## src/rtl/quad_decoder_pkg.sv

```systemverilog
// quad_pkg: shared definitions for the quadrature decoder.
//   quad_state_t  decoded channel state {A, B}
//   DIR_UP/DIR_DOWN  direction encoding (matches the counter mode sense)
//   quad_step_t   result of classifying a state change {legal, dir}
//   up_next/down_next/classify  Gray-code sequence helpers
package quad_pkg;

   typedef enum logic [1:0] {
      S00 = 2'b00,
      S01 = 2'b01,
      S10 = 2'b10,
      S11 = 2'b11
   } quad_state_t;

   localparam logic DIR_UP   = 1'b0;
   localparam logic DIR_DOWN = 1'b1;

   typedef struct packed {
      logic legal;
      logic dir;
   } quad_step_t;

   // Up sequence: 00 -> 10 -> 11 -> 01 -> 00
   function automatic quad_state_t up_next(input quad_state_t s);
      quad_state_t n;
      case (s)
         S00:     n = S10;
         S10:     n = S11;
         S11:     n = S01;
         default: n = S00;
      endcase
      return n;
   endfunction

   // Down sequence: 00 -> 01 -> 11 -> 10 -> 00
   function automatic quad_state_t down_next(input quad_state_t s);
      quad_state_t n;
      case (s)
         S00:     n = S01;
         S01:     n = S11;
         S11:     n = S10;
         default: n = S00;
      endcase
      return n;
   endfunction

   // legal=1 only for a single-bit move along either sequence;
   // an unchanged or double-bit change reports legal=0.
   function automatic quad_step_t classify(input quad_state_t prev,
                                           input quad_state_t cur);
      quad_step_t r;
      r.legal = 1'b0;
      r.dir   = DIR_UP;
      if (cur == up_next(prev)) begin
         r.legal = 1'b1;
         r.dir   = DIR_UP;
      end else if (cur == down_next(prev)) begin
         r.legal = 1'b1;
         r.dir   = DIR_DOWN;
      end
      return r;
   endfunction

endpackage

```

## src/rtl/quad_input_filter.sv

```systemverilog
// quad_input_filter: synchroniser plus stability filter for one encoder channel.
//   clk    rising-edge clock
//   reset  synchronous, active-high
//   din    raw channel, asynchronous to clk
//   dout   filtered channel; follows the synchronised value only after it
//          has differed from dout for FILTER consecutive cycles
module quad_input_filter #(
   parameter int SYNC_STAGES = 2,
   parameter int FILTER      = 3
) (
   input  logic clk,
   input  logic reset,
   input  logic din,
   output logic dout
);

   localparam int CW = (FILTER > 1) ? $clog2(FILTER) : 1;

   logic [SYNC_STAGES-1:0] sync;
   logic [CW-1:0]          run;
   logic                   synced;

   assign synced = sync[SYNC_STAGES-1];

   always_ff @(posedge clk) begin
      if (reset) begin
         sync <= '0;
         run  <= '0;
         dout <= 1'b0;
      end else begin
         sync <= {sync[SYNC_STAGES-2:0], din};
         // run counts differing samples already seen; the FILTER-th one commits
         if (synced == dout) begin
            run <= '0;
         end else if (run == CW'(FILTER - 1)) begin
            dout <= synced;
            run  <= '0;
         end else begin
            run <= run + 1'b1;
         end
      end
   end

endmodule

```

## src/rtl/quad_decoder.sv

```systemverilog
// quad_decoder: two-phase incremental encoder to step/dir/position.
//   clk, reset              clock, synchronous active-high reset
//   enc_a, enc_b            raw encoder channels (asynchronous)
//   clear                   load position with 0
//   preset_en, preset_val   load position with preset_val
//   err_clr                 clear the sticky error flag
//   position                wrapping position count
//   step                    one-cycle pulse per legal transition
//   dir                     direction of last step (0 up, 1 down)
//   err                     sticky illegal (double-edge) transition flag
module quad_decoder
   import quad_pkg::*;
#(
   parameter int WIDTH       = 16,
   parameter int SYNC_STAGES = 2,
   parameter int FILTER      = 3
) (
   input  logic             clk,
   input  logic             reset,
   input  logic             enc_a,
   input  logic             enc_b,
   input  logic             clear,
   input  logic             preset_en,
   input  logic [WIDTH-1:0] preset_val,
   input  logic             err_clr,
   output logic [WIDTH-1:0] position,
   output logic             step,
   output logic             dir,
   output logic             err
);

   // Filters restart from 0 on reset, so the real pin levels only reach
   // the decoder after the pipeline has refilled; arming waits that long
   // so the settled state is captured as the reference, not a step.
   localparam int ARM_CYCLES = SYNC_STAGES + FILTER;
   localparam int AW         = $clog2(ARM_CYCLES + 1);

   logic        a_f;
   logic        b_f;
   quad_state_t cur;
   quad_state_t prev;
   logic        armed;
   logic [AW-1:0] arm_cnt;
   quad_step_t  cls;
   logic        changed;
   logic        legal_step;
   logic        illegal;

   quad_input_filter #(
      .SYNC_STAGES(SYNC_STAGES),
      .FILTER     (FILTER)
   ) u_filt_a (
      .clk  (clk),
      .reset(reset),
      .din  (enc_a),
      .dout (a_f)
   );

   quad_input_filter #(
      .SYNC_STAGES(SYNC_STAGES),
      .FILTER     (FILTER)
   ) u_filt_b (
      .clk  (clk),
      .reset(reset),
      .din  (enc_b),
      .dout (b_f)
   );

   assign cur = quad_state_t'({a_f, b_f});

   always_comb begin
      cls        = classify(prev, cur);
      changed    = armed && (cur != prev);
      legal_step = changed && cls.legal;
      illegal    = changed && !cls.legal;
   end

   always_ff @(posedge clk) begin
      if (reset) begin
         armed    <= 1'b0;
         arm_cnt  <= '0;
         prev     <= S00;
         position <= '0;
         step     <= 1'b0;
         dir      <= DIR_UP;
         err      <= 1'b0;
      end else begin
         // prev always follows the filtered state, so an illegal change
         // also becomes the new reference
         prev <= cur;
         step <= legal_step;

         if (!armed) begin
            if (arm_cnt == AW'(ARM_CYCLES)) begin
               armed <= 1'b1;
            end else begin
               arm_cnt <= arm_cnt + 1'b1;
            end
         end

         if (clear) begin
            position <= '0;
         end else if (preset_en) begin
            position <= preset_val;
         end else if (legal_step) begin
            position <= (cls.dir == DIR_DOWN) ? position - 1'b1 : position + 1'b1;
         end

         if (legal_step) begin
            dir <= cls.dir;
         end

         if (illegal) begin
            err <= 1'b1;
         end else if (err_clr) begin
            err <= 1'b0;
         end
      end
   end

endmodule

```

## config.mk

```make
export PLATFORM = sky130hd
export DESIGN_NAME = quad_decoder
export DESIGN_NICKNAME = d
export VERILOG_FILES = /design/src/rtl/quad_decoder_pkg.sv /design/src/rtl/quad_input_filter.sv /design/src/rtl/quad_decoder.sv
export SDC_FILE = /design/constraint.sdc
export NUM_CORES = 1
export LEC_CHECK = 0
export ABC_AREA = 1
export ABC_CLOCK_PERIOD_IN_PS = 6600
export CORE_MARGIN = 10
export CORE_UTILIZATION = 45
export CTS_BUF_LIST = sky130_fd_sc_hd__clkbuf_16
export CTS_CLUSTER_SIZE = 28
export DETAILED_ROUTE_END_ITERATION = 6
export DONT_BUFFER_PORTS = 1
export PLACE_DENSITY = 0.72
export SLEW_MARGIN = 0
export SYNTH_ARGS = -nofsm -noshare
export SYNTH_HDL_FRONTEND = slang
export SYNTH_SLANG_ARGS = --single-unit
```

## constraint.sdc

```tcl
create_clock -name clk -period 6.6 [get_ports clk]
set_input_delay 0.66 -clock clk [delete_from_list [all_inputs] [get_ports clk]]
set_output_delay 0.66 -clock clk [all_outputs]
set_load 0.01 [all_outputs]
```

==> run metrics <==
FF-to-FF End position[3]$_SDFFE_PP0P_; flop-to-flop setup slack 4.09 ns; Diodes inserted 0; R2R Path Start u_filt_a.dout$_SDFFE_PP0P_; later-pin clock latency in the skew report between 0.2 and 0.3 ns; Sw Pwr 123 µW; gpl congestion roughly 0.84; grt total ovfl 0; Clock Pin Slew Worst Setup and Hold Paths roughly 0.06 ns; htree depth 2; CTS sink cnt 35; M3 GR Usage approximately 4.2%; final setup vio count 0; synthesized flop and latch total 35; synth unique cells 36; Final Critical Period between 2 and 3 ns; DP Area between 2000 and 2500 µm²; Resize count post-CTS 0; Post-route DRC 0; switching share of total power 24.8%; final worst-path cycle share 38.1%; slew margin rel. 57.5%; number of synthesized flops with an enable pin 0; CP arrival 2.66 ns; Clock power frac 47.3%; Reg power frac a little under half; CP delay by family, top simple AND/OR/NAND/NOR gates; vias per cell around 4.9; CTS root buffer clkbuf_16; post-route design area between 2000 and 3000 µm²; Core Util, Final 50.5%; global routing's busiest layer met2; WL/cell about 12 µm; Seq/Total Area, Yosys 28.9%; Die Ht about 93 µm; TritonCTS Buffers 5; Pint approximately 370 µW; initial antenna violation count 0; skew final 0.00446 ns; logic gate share of total power about 7.1%; syn avg cell area ~6.3 µm²; Leak about 0.0013 µW; CP max stage delay roughly 0.48 ns; Hold Path Class register to register; core area between 5000 and 6000 µm²; status complete, no violations; Critical Path Stages 11; Rows 26; Die X 93.4 µm; share of Yosys cell area claimed by the top area cell type 28.9%; CP max-delay cell dfxtp_1; Starting Density about 47%; largest net degree at the start of global routing 19; CP Class register to register; Hold Slack 0.406 ns; Cell Area, Synth about 2400 µm²; number of global-route vias before repair around 2200; CP startpoint u_filt_a.dout$_SDFFE_PP0P_; max-slew violation count 0; CP endpoint position[3]$_SDFFE_PP0P_; Setup Buffers After CTS 0; drt initial violations about 110; Final ANT Viol Nets 0; Worst Path Buf+Inv 1; IO buf count 0; yosys warns 0; Mapped Nets 425; detailed placement HPWL approximately 4.4 mm; most frequent cells in the layout nand2_1, inv_1, nor2_1; peak supply drop around 0.16 mV; setup_tns 0 ns; most used cell along the critical path nand2_1; crit path cell chain xnor2_2 -> nand2_2 -> inv_1 -> ha_1 -> or2_1 -> and2_1 -> or2_0 -> nand3_1 -> nand2_1 -> nand2_1 -> a21oi_2; Async SR Flop Fraction 0%; Detailed Route WL between 5 and 6 mm; capturing element type of the critical path register; share of cells above drive strength 1 under 10%; CTS tree yes; met2 usage 23.7%; CP required around 6.7 ns; global-route usage over all layers between 10% and 20%; TritonRoute pass-1 iters 4; CP max FO 15; CTS Hold Buffers Added 0; worst slew pin tran between 0.6 and 0.7 ns; top_reg_cell synth dfxtp_1; met1 usage around 15%; top post-synthesis cells by area dfxtp_1, nand2_1, ha_1; crit start category register; worst r2r path cells 11; final hold violation count 0; Nets ~420; RSZ-0062 raised after global routing no; area delta synth->final 7.85%; commonest non-fill, non-tap cell in the layout nand2_1; I/O Pins 42; Post-Synthesis Cells about 380; Max-Cap Viols 0; via count about 2200; die footprint 8720 µm²; area leader, netlist dfxtp_1; Fmax achieved 0.398 GHz; Pwr Density roughly 190 nW/µm²; Bufs on Longest Clock Path 2; first-pass GRT wire length 9.95 mm
==> power by group through the flow <==
| stage | registers (µW) | clock network (µW) | logic [µW] |
|---|---|---|---|
| detailed placement | 232 | 0 | 35.6 |
| floorplan | 229 | 0 | 32.0 |
| global route | 228 | 251 | 41.8 |
| finish | 227 | 235 | 35.2 |
| global placement | 231 | 0 | 34.7 |
| CTS | 227 | 243 | 35.8 |
==> per-stage QoR <==
step	total power [µW]	worst slack [ns]	std cells
6_report	497	4.09	453
5_1_grt	520	3.77	453
4_1_cts	506	4.05	453
3_5_place_dp	267	4.07	445
3_3_place_gp	266	4.12	445
2_1_floorplan	261	4.35	383
==> how the worst min path moves through the flow <==
stage	startpoint	end	slack, ns	depth (start not counted)
6_report	u_filt_b.sync[0]$_SDFF_PP0_	u_filt_b.sync[1]$_SDFF_PP0_	0.41	2
5_1_grt	u_filt_a.sync[0]$_SDFF_PP0_	u_filt_a.sync[1]$_SDFF_PP0_	0.42	2
4_1_cts	u_filt_a.sync[0]$_SDFF_PP0_	u_filt_a.sync[1]$_SDFF_PP0_	0.41	2
3_5_place_dp	u_filt_a.sync[0]$_SDFF_PP0_	u_filt_a.sync[1]$_SDFF_PP0_	0.40	2
3_3_place_gp	u_filt_b.sync[0]$_SDFF_PP0_	u_filt_b.sync[1]$_SDFF_PP0_	0.40	2
2_1_floorplan	u_filt_a.sync[0]$_SDFF_PP0_	u_filt_a.sync[1]$_SDFF_PP0_	0.39	2
==> final cells by class <==
cell class              instances  area [µm²]
clock buffers                   5         125
clock inverters                 3        23.8
fillers                       542        2560
inverters                      65         249
multi-input cells             275        1430
flip-flops and latches         35         701
well taps                      70        87.6
==> synth_stat cells (2+ instances only) <==
cell type and n:
nand2_1 119, inv_1 57, nor2_1 39, dfxtp_1 35, nand3_1 28, a21oi_1 27, ha_1 18, inv_2 7
o21ai_1 6, xnor2_1 6, o21ai_0 5, clkbuf_1 4, and2_1 3, nand2_2 3, nand2_4 2, nand3b_1 2
o211ai_1 2, or2_1 2
==> cell families (layout without fill, tap and decap cells) <==
kind of cell,Yosys count,in the layout,synth area share (%)
and+or+nand+nor,203,203,35.3
buffers and inverters,73,73,12.2
AOI/OAI and AO/OA,45,45,10.2
DFF,35,35,28.9
adders and majority gates,19,19,10.1
xor gates and xnor gates,8,8,3.20
==> sequential cells by signal, indices dropped and copies added (netlist names), 2 cells and up <==
name / cells
arm_cnt: 3
position: 16
prev: 2
u_filt_a.run: 2
u_filt_a.sync: 2
u_filt_b.run: 2
u_filt_b.sync: 2
==> metal layers <==
| metal | routed length, µm | part of all wire, % |
|---|---|---|
| met1 | 2440 | 43 |
| met4 | 110 | 2.0 |
| met3 | 334 | 5.9 |
| met2 | 2740 | 49 |
| met5 | 0 | 0 |
==> tightest hold or removal path, stage by stage, from the launching register on <==
cell	delay, ns
dfxtp_1	0.30
inv_1	0.04
nor2_1	0.03
(Power assumes the default switching activity.)
==> RTL edit 1, RTL diff (config.mk and constraints unchanged) <==
Reset style: asynchronous (`reset`), changed in 2 clocked blocks. Comments in the files are not updated.
--- a/src/rtl/quad_input_filter.sv
+++ b/src/rtl/quad_input_filter.sv
@@ -22,7 +22,7 @@
 
    assign synced = sync[SYNC_STAGES-1];
 
-   always_ff @(posedge clk) begin
+   always_ff @(posedge clk or posedge reset) begin
       if (reset) begin
          sync <= '0;
          run  <= '0;
--- a/src/rtl/quad_decoder.sv
+++ b/src/rtl/quad_decoder.sv
@@ -75,7 +75,7 @@
       illegal    = changed && !cls.legal;
    end
 
-   always_ff @(posedge clk) begin
+   always_ff @(posedge clk or posedge reset) begin
       if (reset) begin
          armed    <= 1'b0;
          arm_cnt  <= '0;
Function: differs if reset is asserted again (counterexample within 4 cycles, from zero or initial values and one cycle with reset high); with reset held inactive, the same outputs for 10 cycles.
==> RTL edit 1 against the unedited design <==
  * Worst setup slack worse by 0.13 ns
  * Synthesized area is 2.6% higher
  * Critical endpoint is now position[10]
  * Cell count is 2.9% lower
  * Sequential cell count stayed put
  * Via count is 2.6% lower
  * First-iteration DRC count is 42% higher
  * Wire length is 0.64% higher
  * Hold slack worse by 0.061 ns
  * Largest cell class unchanged
  * Global-route usage hardly changed
  * Design area is 2.8% higher
Power is not compared: it rests on default switching activity, and its combinational part moved more than twofold at a synthesized area within 25%.
==> RTL edit 1: results <==
[cells_and_area]
n_antenna_cell = 1
buffers = 1
multi_input_area_share = 0.5016
final.fill_count = 508
buffer_area_frac = 0.002795
num-nonclk-inverters = 58
clk_share = 0.05403
seqCellArea_um2 = 875.8
drive_gt1_frac = 0.06540
layout.nets = 406
final_cells = 440

[yosys]
synthCells = 364
synth-main-ff-cell = "dfrtp_1"
synth_fp_nets = 404
ys_types = 26
ys_top_cells_by_count = "nand2_1 (133), inv_1 (56), dfrtp_1 (35)"
synth.area.top_cells = "dfrtp_1 (35%), nand2_1 (20%), inv_1 (8.5%), ha_1 (8.1%), nand3_1 (5.4%)"
yosysSeqAreaShare = 0.3523
synthArstFlopShare = 1.000

[place]
dp_hpwl_um = 4231
dp_cells = 431
routabilityCongestion = 0.8664

[outcome]
status = "completed"

[grt]
grt_pass1_wl_um = 9984
grt.total_usage = 0.1382

[setup_path]
cpPeakStageDelay_ns = 0.46
cp_slowest_cell = "dfrtp_1"
ff2ff_setup_slack_ns = 3.96
arrival_ns = 2.82
r2r_start = "u_filt_a.dout"
crit_fanout = 15

[route]
first_iter_violations = 161
routedWlPerCell_um = 12.85
vias_per_cell = 4.891
firstDrtPassIters = 4

[sta]
max-slew-margin-rel = 0.3517
finalCriticalPeriod_ns = 2.642
fin_skew_ns = 0.007808

[min_path]
worstHoldStart = "u_filt_a.sync[0]"
## RTL edit 1: cell types whose count changed in the layout (fill, tap and decap cells not counted), sizes merged, moves of 2 or more
cell | unedited run | this run
dfrtp | 0 | 35
dfxtp | 35 | 0
a21oi | 28 | 9
nand2 | 124 | 138
nor2 | 40 | 31
inv | 65 | 58
nor3 | 1 | 7
o21ai | 11 | 17
and2 | 3 | 1
ha | 18 | 16
o211ai | 2 | 0
## RTL edit 1: per-stage QoR
stage,setup WS (ns),total power (W),utilization,hold WS (ns),instance area (um2)
2_1_floorplan,4.278,0.001036,-,0.3312,2486
3_3_place_gp,4.021,0.001161,0.4668,0.3357,2539
3_5_place_dp,3.934,0.001184,0.4668,0.3358,2539
4_1_cts,3.930,0.001433,0.4934,0.3493,2684
5_1_grt,3.641,0.001583,0.4939,0.3518,2686
6_report,3.958,0.001419,0.4939,0.3454,2686
## RTL edit 1: logic make-up after synthesis
kind of cell             count (synthesis)  synth area share
AO/OA/AOI/OAI                           26           0.05385
buffers and inverters                   64            0.1057
flip-flops                              35            0.3523
adder cells (fa/ha/maj)                 17           0.08858
XOR/XNOR                                 9           0.03171
multiplexers                             1          0.004026
AND/OR/NAND/NOR                        212            0.3639
## RTL edit 1: metal layers
| layer | vias up | GRT usage | wire, um |
|---|---|---|---|
| li1 | 1135 | - | - |
| met1 | 959 | 0.1646 | 2557 |
| met2 | 47 | 0.2237 | 2592 |
| met3 | 11 | 0.04679 | 386 |
| met4 | 0 | 0.05570 | 119 |
| met5 | - | 0 | 0 |
## RTL edit 1: worst paths after layout
path / endpoint / cells past startpoint
worst max register to register: position[10] / 13
min in group asynchronous: position[15] / 2
worst min register to register: u_filt_a.sync[1] / 0
worst min-delay path: u_filt_a.sync[1] / 0
max in group asynchronous: u_filt_b.dout / 2
worst max-delay path: position[10] / 13
==> RTL edit 2, RTL diff (same settings) <==
Made on the original files. `SYNC_STAGES` is set to 2 in 2 places; all go to 4.
--- a/src/rtl/quad_input_filter.sv
+++ b/src/rtl/quad_input_filter.sv
@@ -5,7 +5,7 @@
 //   dout   filtered channel; follows the synchronised value only after it
 //          has differed from dout for FILTER consecutive cycles
 module quad_input_filter #(
-   parameter int SYNC_STAGES = 2,
+   parameter int SYNC_STAGES = 4,
    parameter int FILTER      = 3
 ) (
    input  logic clk,
--- a/src/rtl/quad_decoder.sv
+++ b/src/rtl/quad_decoder.sv
@@ -12,7 +12,7 @@
    import quad_pkg::*;
 #(
    parameter int WIDTH       = 16,
-   parameter int SYNC_STAGES = 2,
+   parameter int SYNC_STAGES = 4,
    parameter int FILTER      = 3
 ) (
    input  logic             clk,
Check against the original RTL: not equivalent (Yosys sat finds a counterexample within 10 cycles, from zero or initial values and one cycle with reset high).
==> RTL edit 2 against the unedited design <==
  * Sequential cell count grew 4
  * Critical endpoint is now position[15]
  * Die area grew 4.8%
  * Largest cell class unchanged
  * Worst setup slack lost 0.062 ns
  * Design area grew 5.7%
  * Wire length grew 9.1%
  * Total power grew 12%
  * Clock skew grew 0.0032 ns
  * Synthesized area grew 6.1%
==> RTL edit 2: results <==
[outcome]
status = "completed"

[route]
dr_wl_met3_um = 444
routedWlPerCell_um = 12.88
wl_met1_um = 2574
met2RoutedLength_um = 3023

[setup_path]
cp-endpoint = "position[15]"
ff2ff_setup_slack_ns = 4.03

[yosys]
yosysSeqAreaShare = 0.3038
synthCells = 406
ys_types = 28
synth_xor_area_frac = 0.02726
synth_fa_ha_area_frac = 0.09542
synth_compound_area_frac = 0.09153
synth_fp_nets = 448

[sta]
max-slew-margin-rel = 0.6336
fin_skew_ns = 0.007651

[min_path]
worstHoldStart = "u_filt_b.sync[2]"

[grt]
grtUsageMet3 = 0.04635
grt_pass1_wl_um = 10170
grt_max_degree = 22
use_met2 = 0.2585
grt_pass1_vias = 2296
grt_use_met1 = 0.1409

[pwr]
ir_worst_vdd_uv = 114.3

[place]
dp_hpwl_um = 4717
dp_cells = 469
## RTL edit 2: cell count changes in the layout (fill, tap and decap cells not counted), moves of 2 or more
cell     before  now
inv_1        57   71
nand2_1     119  127
inv_2         7    0
o21ai_1       6    0
nor2_1       39   44
o21ai_0       5   10
dfxtp_1      35   39
nand3_1      28   31
or2_1         2    0
## RTL edit 2: cell type report
type	count	area, um2
clock buffers	5	125.1
clock inverters	2	37.54
fillers	590	2778
inverters	72	272.8
multi-input cells	286	1456
flip-flops and latches	39	780.7
well taps	72	90.09
## RTL edit 2: logic make-up after synthesis
family,Yosys count
flops,39
buf+inv,81
compound gates,42
simple gates,217
xor+xnor,8
fa+ha+maj,19
## RTL edit 2: worst register-to-register path, stage by stage (launching register included)
cell and delay [ns]:
dfxtp_1 0.45, xnor2_1 0.20, nand2_2 0.12, inv_1 0.43, ha_1 0.40, nand2_1 0.13
inv_1 0.05, a21oi_1 0.22, nand2_1 0.13, nand2_1 0.10, nand2_1 0.06, nand2_1 0.06
nand3_1 0.06, a21oi_1 0.12
## RTL edit 2: stage by stage
step           setup slack [ns]  cell area, um2    util  hold WS, ns  power (W)
2_1_floorplan             4.402            2570       -       0.3883  0.0002804
3_3_place_gp              4.153            2600  0.4693       0.3891  0.0002833
3_5_place_dp              4.053            2600  0.4693       0.3942  0.0002844
4_1_cts                   4.028            2763  0.4986       0.4021  0.0005596
5_1_grt                   3.708            2763  0.4986       0.4260  0.0005730
6_report                  4.025            2763  0.4986       0.4001  0.0005550
## RTL edit 2: report_power, final
group          switching, W  internal [W]  total (W)
combinational     0.0000182     0.0000117  0.0000299
sequential       0.00000669      0.000242   0.000249
clock              0.000100      0.000176   0.000276
total              0.000125      0.000430   0.000555
